### src/rtl/rr_arbiter8_pkg.sv
// Shared constants and state encoding for the 8-way round-robin arbiter.
package rr_arbiter8_pkg;

    localparam int N        = 8;
    localparam int IDX_W    = 3;
    localparam int MAX_HOLD = 15;

    typedef enum logic {
        IDLE  = 1'b0,
        GRANT = 1'b1
    } state_t;

endpackage

### src/rtl/rr_pick8.sv
// Combinational round-robin pick: rotate by ptr, find lowest set bit, map back.
module rr_pick8
    import rr_arbiter8_pkg::*;
(
    input  logic [N-1:0]     req,
    input  logic [IDX_W-1:0] ptr,
    output logic             found,
    output logic [IDX_W-1:0] idx
);

    logic [2*N-1:0]   dbl;
    logic [N-1:0]     rot;
    logic [IDX_W-1:0] ofs;

    // Bit 0 of rot is requester ptr, bit k is requester ptr+k (wrapping).
    assign dbl = {req, req} >> ptr;
    assign rot = dbl[N-1:0];

    always_comb begin
        ofs = '0;
        for (int k = N - 1; k >= 0; k--) begin
            if (rot[k]) begin
                ofs = IDX_W'(k);
            end
        end
    end

    assign found = |rot;
    assign idx   = ptr + ofs;

endmodule

### src/rtl/rr_arbiter8.sv
// Registered round-robin arbiter: holds a grant until ack, request drop or
// hold timeout, then inserts a one-cycle bubble and rotates priority.
module rr_arbiter8
    import rr_arbiter8_pkg::*;
(
    input  logic             clk,
    input  logic             rst_n,
    input  logic [N-1:0]     req,
    input  logic             grant_ack,
    output logic [IDX_W-1:0] grant_idx,
    output logic             grant_valid,
    output logic             timeout
);

    localparam int HOLD_W = (MAX_HOLD > 1) ? $clog2(MAX_HOLD + 1) : 1;
    localparam logic [HOLD_W-1:0] HOLD_LAST = HOLD_W'((MAX_HOLD > 0) ? MAX_HOLD - 1 : 0);
    localparam logic [HOLD_W-1:0] HOLD_SAT  = '1;

    state_t            state_q, state_d;
    logic [IDX_W-1:0]  ptr_q, ptr_d;
    logic [HOLD_W-1:0] hold_cnt_q, hold_cnt_d;
    logic [IDX_W-1:0]  grant_idx_q, grant_idx_d;
    logic              grant_valid_q, grant_valid_d;
    logic              timeout_q, timeout_d;

    logic              pick_found;
    logic [IDX_W-1:0]  pick_idx;
    logic              rel_ack, rel_drop, rel_tmo;

    rr_pick8 u_pick (
        .req   (req),
        .ptr   (ptr_q),
        .found (pick_found),
        .idx   (pick_idx)
    );

    assign rel_ack  = grant_ack;
    assign rel_drop = ~req[grant_idx_q];
    assign rel_tmo  = (MAX_HOLD != 0) && (hold_cnt_q == HOLD_LAST);

    always_comb begin
        state_d       = state_q;
        ptr_d         = ptr_q;
        hold_cnt_d    = hold_cnt_q;
        grant_idx_d   = grant_idx_q;
        grant_valid_d = 1'b0;
        timeout_d     = 1'b0;

        case (state_q)
            IDLE: begin
                if (pick_found) begin
                    grant_idx_d   = pick_idx;
                    grant_valid_d = 1'b1;
                    hold_cnt_d    = '0;
                    state_d       = GRANT;
                end
            end
            GRANT: begin
                if (hold_cnt_q != HOLD_SAT) begin
                    hold_cnt_d = hold_cnt_q + 1'b1;
                end
                if (rel_ack || rel_drop || rel_tmo) begin
                    // Ack or drop takes precedence over a coincident timeout.
                    state_d   = IDLE;
                    ptr_d     = grant_idx_q + IDX_W'(1);
                    timeout_d = rel_tmo && !rel_ack && !rel_drop;
                end else begin
                    grant_valid_d = 1'b1;
                end
            end
            default: begin
                state_d = IDLE;
            end
        endcase
    end

    always_ff @(posedge clk or negedge rst_n) begin
        if (!rst_n) begin
            state_q       <= IDLE;
            ptr_q         <= '0;
            hold_cnt_q    <= '0;
            grant_idx_q   <= '0;
            grant_valid_q <= 1'b0;
            timeout_q     <= 1'b0;
        end else begin
            state_q       <= state_d;
            ptr_q         <= ptr_d;
            hold_cnt_q    <= hold_cnt_d;
            grant_idx_q   <= grant_idx_d;
            grant_valid_q <= grant_valid_d;
            timeout_q     <= timeout_d;
        end
    end

    assign grant_idx   = grant_idx_q;
    assign grant_valid = grant_valid_q;
    assign timeout     = timeout_q;

endmodule

### config.mk
export PLATFORM = sky130hd
export DESIGN_NAME = rr_arbiter8
export DESIGN_NICKNAME = d
export VERILOG_FILES = /design/src/rtl/rr_arbiter8_pkg.sv /design/src/rtl/rr_pick8.sv /design/src/rtl/rr_arbiter8.sv
export SDC_FILE = /design/constraint.sdc
export NUM_CORES = 1
export LEC_CHECK = 0
export ABC_CLOCK_PERIOD_IN_PS = 2900
export CORE_MARGIN = 2
export CORE_UTILIZATION = 51
export CTS_BUF_LIST = sky130_fd_sc_hd__clkbuf_8
export DETAILED_ROUTE_END_ITERATION = 8
export GPL_ROUTABILITY_DRIVEN = 0
export GPL_TIMING_DRIVEN = 0
export MAX_ROUTING_LAYER = met4
export PLACE_DENSITY_LB_ADDON = 0.3
export SYNTH_ARGS = -nofsm -noshare
export SYNTH_HDL_FRONTEND = slang
export SYNTH_SLANG_ARGS = --single-unit
### constraint.sdc
create_clock -name clk -period 2.9 [get_ports clk]
set_input_delay 0.58 -clock clk [delete_from_list [all_inputs] [get_ports clk]]
set_output_delay 0.58 -clock clk [all_outputs]
set_load 0.01 [all_outputs]
==> results of run 1 <==
-- area by class of cell --
class / count / area share
Multi-Input combinational cell: 97 / 0.572
Tap cell: 28 / 0.0225
Inverter: 12 / 0.0329
Sequential cell: 12 / 0.194
Clock buffer: 4 / 0.0353
Timing Repair Buffer: 24 / 0.116
Buffer: 5 / 0.0265
-- where the power goes --
part	switching [mW]	internal [mW]	leakage (nW)
Combinational	0.675	0.692	0.485
Clock	0.0559	0.119	0.0288
Sequential	0.0902	0.250	0.146
-- through the flow --
step	total power [mW]	hold WS, ns	setup slack [ns]
floorplan	1.17	0.284	0.168
global placement	1.39	0.551	-0.633
detailed placement	1.45	0.566	-0.738
CTS	1.75	0.571	0.00519
global route	2.04	0.604	-0.127
finish	1.88	0.570	-0.0648
-- placed cells by master, fill, tap and decap left out, drive strengths merged, types with 3 or more instances in the layout --
cell type and n:
a31oi 4, buf 20, clkbuf 6, clkdlybuf4s50 7, dfrtp 12, ha 4
inv 11, mux2 7, mux2i 9, mux4 8, nand2 11, nand2b 3
nand3 5, nor2 8, nor3 4, o21ai 5
-- worst reg2reg max path, delay by kind of cell, from the launching register on --
family / cells / cell delay (ns)
and+or+nand+nor: 2 / 0.22
AOI/OAI and AO/OA: 4 / 0.71
buffers and inverters: 5 / 0.52
DFF: 1 / 0.42
muxes: 2 / 0.51
adders and majority gates: 2 / 0.52
-- registers in the layout (all words and copies together), names as in the netlist --
register     cells
grant_idx        3
grant_valid      1
hold_cnt_q       4
ptr_q            3
timeout          1
-- logic make-up after synthesis --
family | after synthesis | share of synthesized area
compound gates | 27 | 0.160
buf+inv | 17 | 0.0576
flops | 12 | 0.247
mux | 24 | 0.290
fa+ha+maj | 5 | 0.0576
xor+xnor | 3 | 0.0216
simple gates | 38 | 0.167
-- how the worst max path moves through the flow --
stage / slack [ns] / depth (start not counted) / endpoint
4_1_cts: 0.005 / 14 / grant_idx[2]
6_report: -0.06 / 15 / grant_idx[2]
5_1_grt: -0.13 / 15 / grant_idx[2]
3_3_place_gp: -0.63 / 14 / grant_idx[2]
3_5_place_dp: -0.74 / 14 / grant_idx[2]
2_1_floorplan: 0.17 / 14 / grant_idx[2]
-- per-layer routing --
| metal | wire [um] | vias up | track usage |
|---|---|---|---|
| li1 | - | 535 | - |
| met1 | 1360 | 580 | 0.366 |
| met2 | 1670 | 47 | 0.404 |
| met3 | 176 | 0 | 0.0480 |
| met4 | 0 | 0 | 0.0256 |
| met5 | 0 | - | - |
-- timing repair --
| action | in CTS | in global routing |
|---|---|---|
| hold buffers | 0 | 0 |
| pin swaps | 1 | 6 |
| gates cloned | 0 | 0 |
| resized for setup | 35 | 27 |
| endpoints found under the setup margin | 2 | 1 |
| buffers inserted | 5 | 4 |
==> flow_summary_export.csv, run 1 <==
group,metric,value,unit
setup_path,cp_slowest_stage_delay,0.42,ns
global_route,antenna_found_initial,0,
setup_path,critPathBufInv,5,
setup_path,path_class,"flip-flop to flip-flop",
final_layout,synthToLayoutAreaGrowth,28.0,%
global_route,overflow,0,
timing,finClkSkew,0.00282,ns
setup_path,crit_path_top_delay_cell,"dfrtp_2",
clock_network,clock_sinks,12,
global_route,grt_pass1_vias,1112,
synthesis,yosysTopAreaCell,"dfrtp_1",
detailed_routing,dr.first_iter.drc_count,65,
setup_path,critPathMaxFanout,10,
timing,rsz0062_at_grt,"true",
die,core-area,0.00223,mm^2
clock_network,cts_tree,"done",
worst_hold_path,hp-start,"hold_cnt_q[0]",
synthesis,netlist_top_cells_count,"dfrtp_1, inv_1, nand2_1",
timing,layout_worst_path_cycle_share,1.02,
detailed_routing,drtAntennaViolNets,0,
synthesis,synth_cell_types,44,
detailed_routing,routed_wl,3210,um
clock_network,cts_root_buffer,"clkbuf_8",
detailed_routing,avgRoutedWirePerCell,17.6,um
setup_path,r2r_cells,15,
final_layout,nNetsFinal,171,
placed_design,placed_cell_area,0.00140,mm^2
final_layout,instances_no_fill,182,
detailed_routing,vias,1162,
synthesis,syn_area,0.00122,mm^2
setup_path,r2r_end,"grant_idx[2]",
timing,setup_viol,1,
synthesis,synth.area.top_cells,"dfrtp_1, mux4_2, mux2i_1",
setup_path,cpMostUsedCell,"buf_4",
setup_path,critPathLaunch,"ptr_q[1]",
die,fp-row-count,17,
clock_network,insertion_delay,0.23,ns
detailed_routing,drc,0,
clock_network,cts_made_buffers,3,
synthesis,synth_cells,126,
setup_path,cp-start-kind,"flip-flop",
final_layout,final_area,0.00156,mm^2
setup_path,cp.required,3.06,ns
final_layout,fillers,180,
placed_design,place_inst,169,
synthesis,synth_edf_count,0,
synthesis,yosysWarnings,0,
run,maxCapViolCount,0,
global_route,grt_usage,0.258,
placed_design,io_buffer_count,15,
synthesis,synth_seq_cells,12,
clock_network,clk_pin_slew,0.05,ns
timing,slew_violations,0,
status,violations,"negative setup slack",
setup_path,arrival,3.12,ns
detailed_routing,drt_pass1_iterations,4,
die,die_h,52.9,um
synthesis,synthArstFlopShare,1.00,
final_layout,drive_above_1_share,0.364,
final_layout,diodes,0,
global_route,grt_pass1_wl,5160,um
final_layout,multi_input_area,891,um^2
synthesis,syn_nets,142,
timing,hold_viol,0,
die,boundaryPins,16,
die,die_x,52.9,um
final_layout,seqCellArea,303,um^2
timing,relSlewSlack,0.609,
global_route,grt_max_degree,13,
power,ir_worst_vdd,698,uV
setup_path,worstReg2RegStart,"ptr_q[1]",
worst_hold_path,min_path_type,"flip-flop to flip-flop",
die,start_util,0.545,
setup_path,endpoint_kind,"flip-flop",
clock_network,h-tree-depth,1,
power,p_per_area,1210,mW/mm^2
synthesis,synth_top_area_share,0.247,
timing,period_minus_slack,2.96,ns
synthesis,synth-seq-area-share,0.247,
die,dieArea,0.00279,mm^2
status,outcome,"complete, but fails checks",
timing,finalWorstSetupSlack,-0.0648,ns
worst_hold_path,whs_endpoint,"hold_cnt_q[0]",
setup_path,cp_top_family,"compound AO/OA/AOI/OAI gates",
placed_design,hpwl,2170,um
worst_hold_path,whs_path_depth,2,
timing,tightest_slew,0.583,ns
synthesis,avgSynthCellArea,9.66,um^2
timing,fmax,0.337,GHz
final_layout,fin_util,0.697,
clock_network,clockBufferDepth,2,
detailed_routing,vias_per_cell,6.38,
timing,finalSetupTns,-0.0648,ns
power,leakage,0.660,nW
setup_path,r2r_setup_slack,-0.06,ns
setup_path,worstPathCellList,"buf_6, mux2_4, mux2i_2, buf_4, buf_4, nand4_1, a31oi_4, ha_2, inv_1, fa_2, inv_2, nand2_1, o41ai_2, a31oi_1, o21ai_1",
synthesis,synthFlopType,"dfrtp_1",
No activity file was read; power rests on OpenSTA's default activity.
==> run 2, diff against run 1 <==
--- a/config.mk
+++ b/config.mk
@@ -5,8 +5,7 @@
 export SDC_FILE = /design/constraint.sdc
 export NUM_CORES = 1
 export LEC_CHECK = 0
-export ABC_CLOCK_PERIOD_IN_PS = 2900
-export CORE_MARGIN = 2
+export CORE_MARGIN = 1
 export CORE_UTILIZATION = 51
 export CTS_BUF_LIST = sky130_fd_sc_hd__clkbuf_8
 export DETAILED_ROUTE_END_ITERATION = 8
==> flow_summary_export.csv, run 2 (synthesized netlist as in run 1, its figures left out) <==
group,metric,value,unit
status,outcome,"complete, no violations",
detailed_routing,vias_per_cell,6.22,
final_layout,diodes,0,
die,die_h,50.9,um
placed_design,place_inst,169,
final_layout,instances_no_fill,190,
final_layout,drive_above_1_share,0.383,
die,boundaryPins,16,
die,fp-row-count,17,
timing,hold_viol,0,
global_route,overflow,0,
die,core-area,0.00223,mm^2
clock_network,clockBufferDepth,2,
global_route,grt_usage,0.271,
power,leakage,0.705,nW
clock_network,h-tree-depth,1,
detailed_routing,drt_pass1_iterations,4,
die,dieArea,0.00259,mm^2
worst_hold_path,hp-start,"grant_idx[0]",
clock_network,cts_tree,"done",
setup_path,cp-start-kind,"flip-flop",
clock_network,cts_hold_buf,0,
clock_network,clk_pin_slew,0.05,ns
global_route,antenna_found_initial,0,
clock_network,cts_made_buffers,3,
setup_path,arrival,3.00,ns
final_layout,final_area,0.00163,mm^2
setup_path,path_class,"flip-flop to flip-flop",
setup_path,endpoint_kind,"flip-flop",
power,power.total,2.00,mW
timing,slew_violations,0,
timing,tightest_slew,0.654,ns
clock_network,cts_root_buffer,"clkbuf_8",
detailed_routing,dr.first_iter.drc_count,38,
detailed_routing,vias,1182,
global_route,grt_max_degree,13,
placed_design,placed_cell_area,0.00140,mm^2
timing,period_minus_slack,2.83,ns
final_layout,largest_register,"hold_cnt_q",
run,maxCapViolCount,0,
setup_path,worstReg2RegStart,"ptr_q[0]",
die,die_x,50.9,um
final_layout,fillers,152,
final_layout,layout_commonest_cell,"buf_4",
timing,finalWorstSetupSlack,0.0679,ns
die,start_util,0.545,
setup_path,critPathLaunch,"ptr_q[0]",
placed_design,io_buffer_count,15,
final_layout,synthToLayoutAreaGrowth,34.2,%
timing,layout_worst_path_cycle_share,0.977,
placed_design,hpwl,2100,um
timing,finClkSkew,0.000814,ns
global_route,grt_pass1_vias,1039,
setup_path,critPathMaxFanout,10,
clock_network,insertion_delay,0.24,ns
worst_hold_path,min_path_type,"flip-flop to flip-flop",
timing,rsz0062_at_grt,"true",
global_route,grt_pass1_wl,5010,um
clock_network,clock_sinks,12,
detailed_routing,drc,0,
timing,relSlewSlack,0.560,
timing,setup_viol,0,
timing,fmax,0.353,GHz
setup_path,cp.required,3.07,ns
final_layout,largest_register_ffs,4,
setup_path,r2r_end,"grant_idx[2]",
final_layout,final_cell_mix,"buf_4, nand2_1, dfrtp_1",
worst_hold_path,whs_path_depth,1,
setup_path,r2r_setup_slack,0.07,ns
detailed_routing,avgRoutedWirePerCell,17.3,um
worst_hold_path,whs_endpoint,"ptr_q[0]",
power,p_per_area,1230,mW/mm^2
power,ir_worst_vdd,674,uV
placed_design,dpl_worst_slack,-0.678,ns
detailed_routing,routed_wl,3290,um
detailed_routing,drtAntennaViolNets,0,
setup_path,r2r_cells,13,
final_layout,nNetsFinal,179,
## run 2: cell count changes in the layout (fill, tap and decap cells not counted), moves of 2 or more
cell	previous run	this run
buf_6	4	1
clkbuf_2	0	3
buf_2	8	4
buf_4	8	16
buf_8	0	2
## run 2: cell type report
class	instances	area (um^2)	share of cell area
plain buffers	5	57.6	0.0352
clock buffers	4	55.1	0.0337
inverters	12	53.8	0.0329
multi-input cells	97	886	0.542
flip-flops and latches	12	303	0.185
well taps	28	35.0	0.0214
repair buffers	32	244	0.149
## run 2: report_power, final
group          internal (mW)  switching [mW]
logic                  0.785           0.691
registers              0.250          0.0993
clock network          0.120          0.0587
## run 2: layer usage
metal  vias up  GRT usage  part of all wire
met5         -          -                 0
met4         0     0.0648             0.022
met3        11     0.0595             0.056
met2        44      0.420              0.49
met1       580      0.364              0.43
li1        547          -                 -
## run 2: per-stage QoR
step	hold slack, ns	utilization	TNS, ns
floorplan	0.284	-	0
global placement	0.551	0.628	-1.02
detailed placement	0.565	0.628	-1.17
CTS	0.594	0.694	0
global route	0.621	0.732	-0.0653
finish	0.594	0.732	0
## run 2: worst max-delay path by stage
stage / cells past startpoint / end / slack, ns
4_1_cts: 14 / grant_idx[2] / 0.003
5_1_grt: 13 / grant_idx[2] / -0.07
3_3_place_gp: 14 / grant_idx[2] / -0.64
6_report: 13 / grant_idx[2] / 0.07
2_1_floorplan: 14 / grant_idx[2] / 0.17
3_5_place_dp: 14 / grant_idx[2] / -0.68
## run 2: what timing repair did
action	in CTS	in global routing
setup buffers	6	11
gates resized for setup	33	25
cloned	0	0
setup endpoints to repair	2	1
pin swaps	2	7
## run 2: worst max-delay path, cell delays in order (launching register included)
cell      delay [ns]
dfrtp_2         0.42
buf_12          0.15
mux4_2          0.53
o211ai_1        0.12
nand3_1         0.15
a31oi_4         0.26
ha_2            0.20
inv_1           0.04
fa_2            0.33
inv_2           0.07
nand2_1         0.06
o41ai_2         0.28
a31oi_1         0.06
o21ai_1         0.07
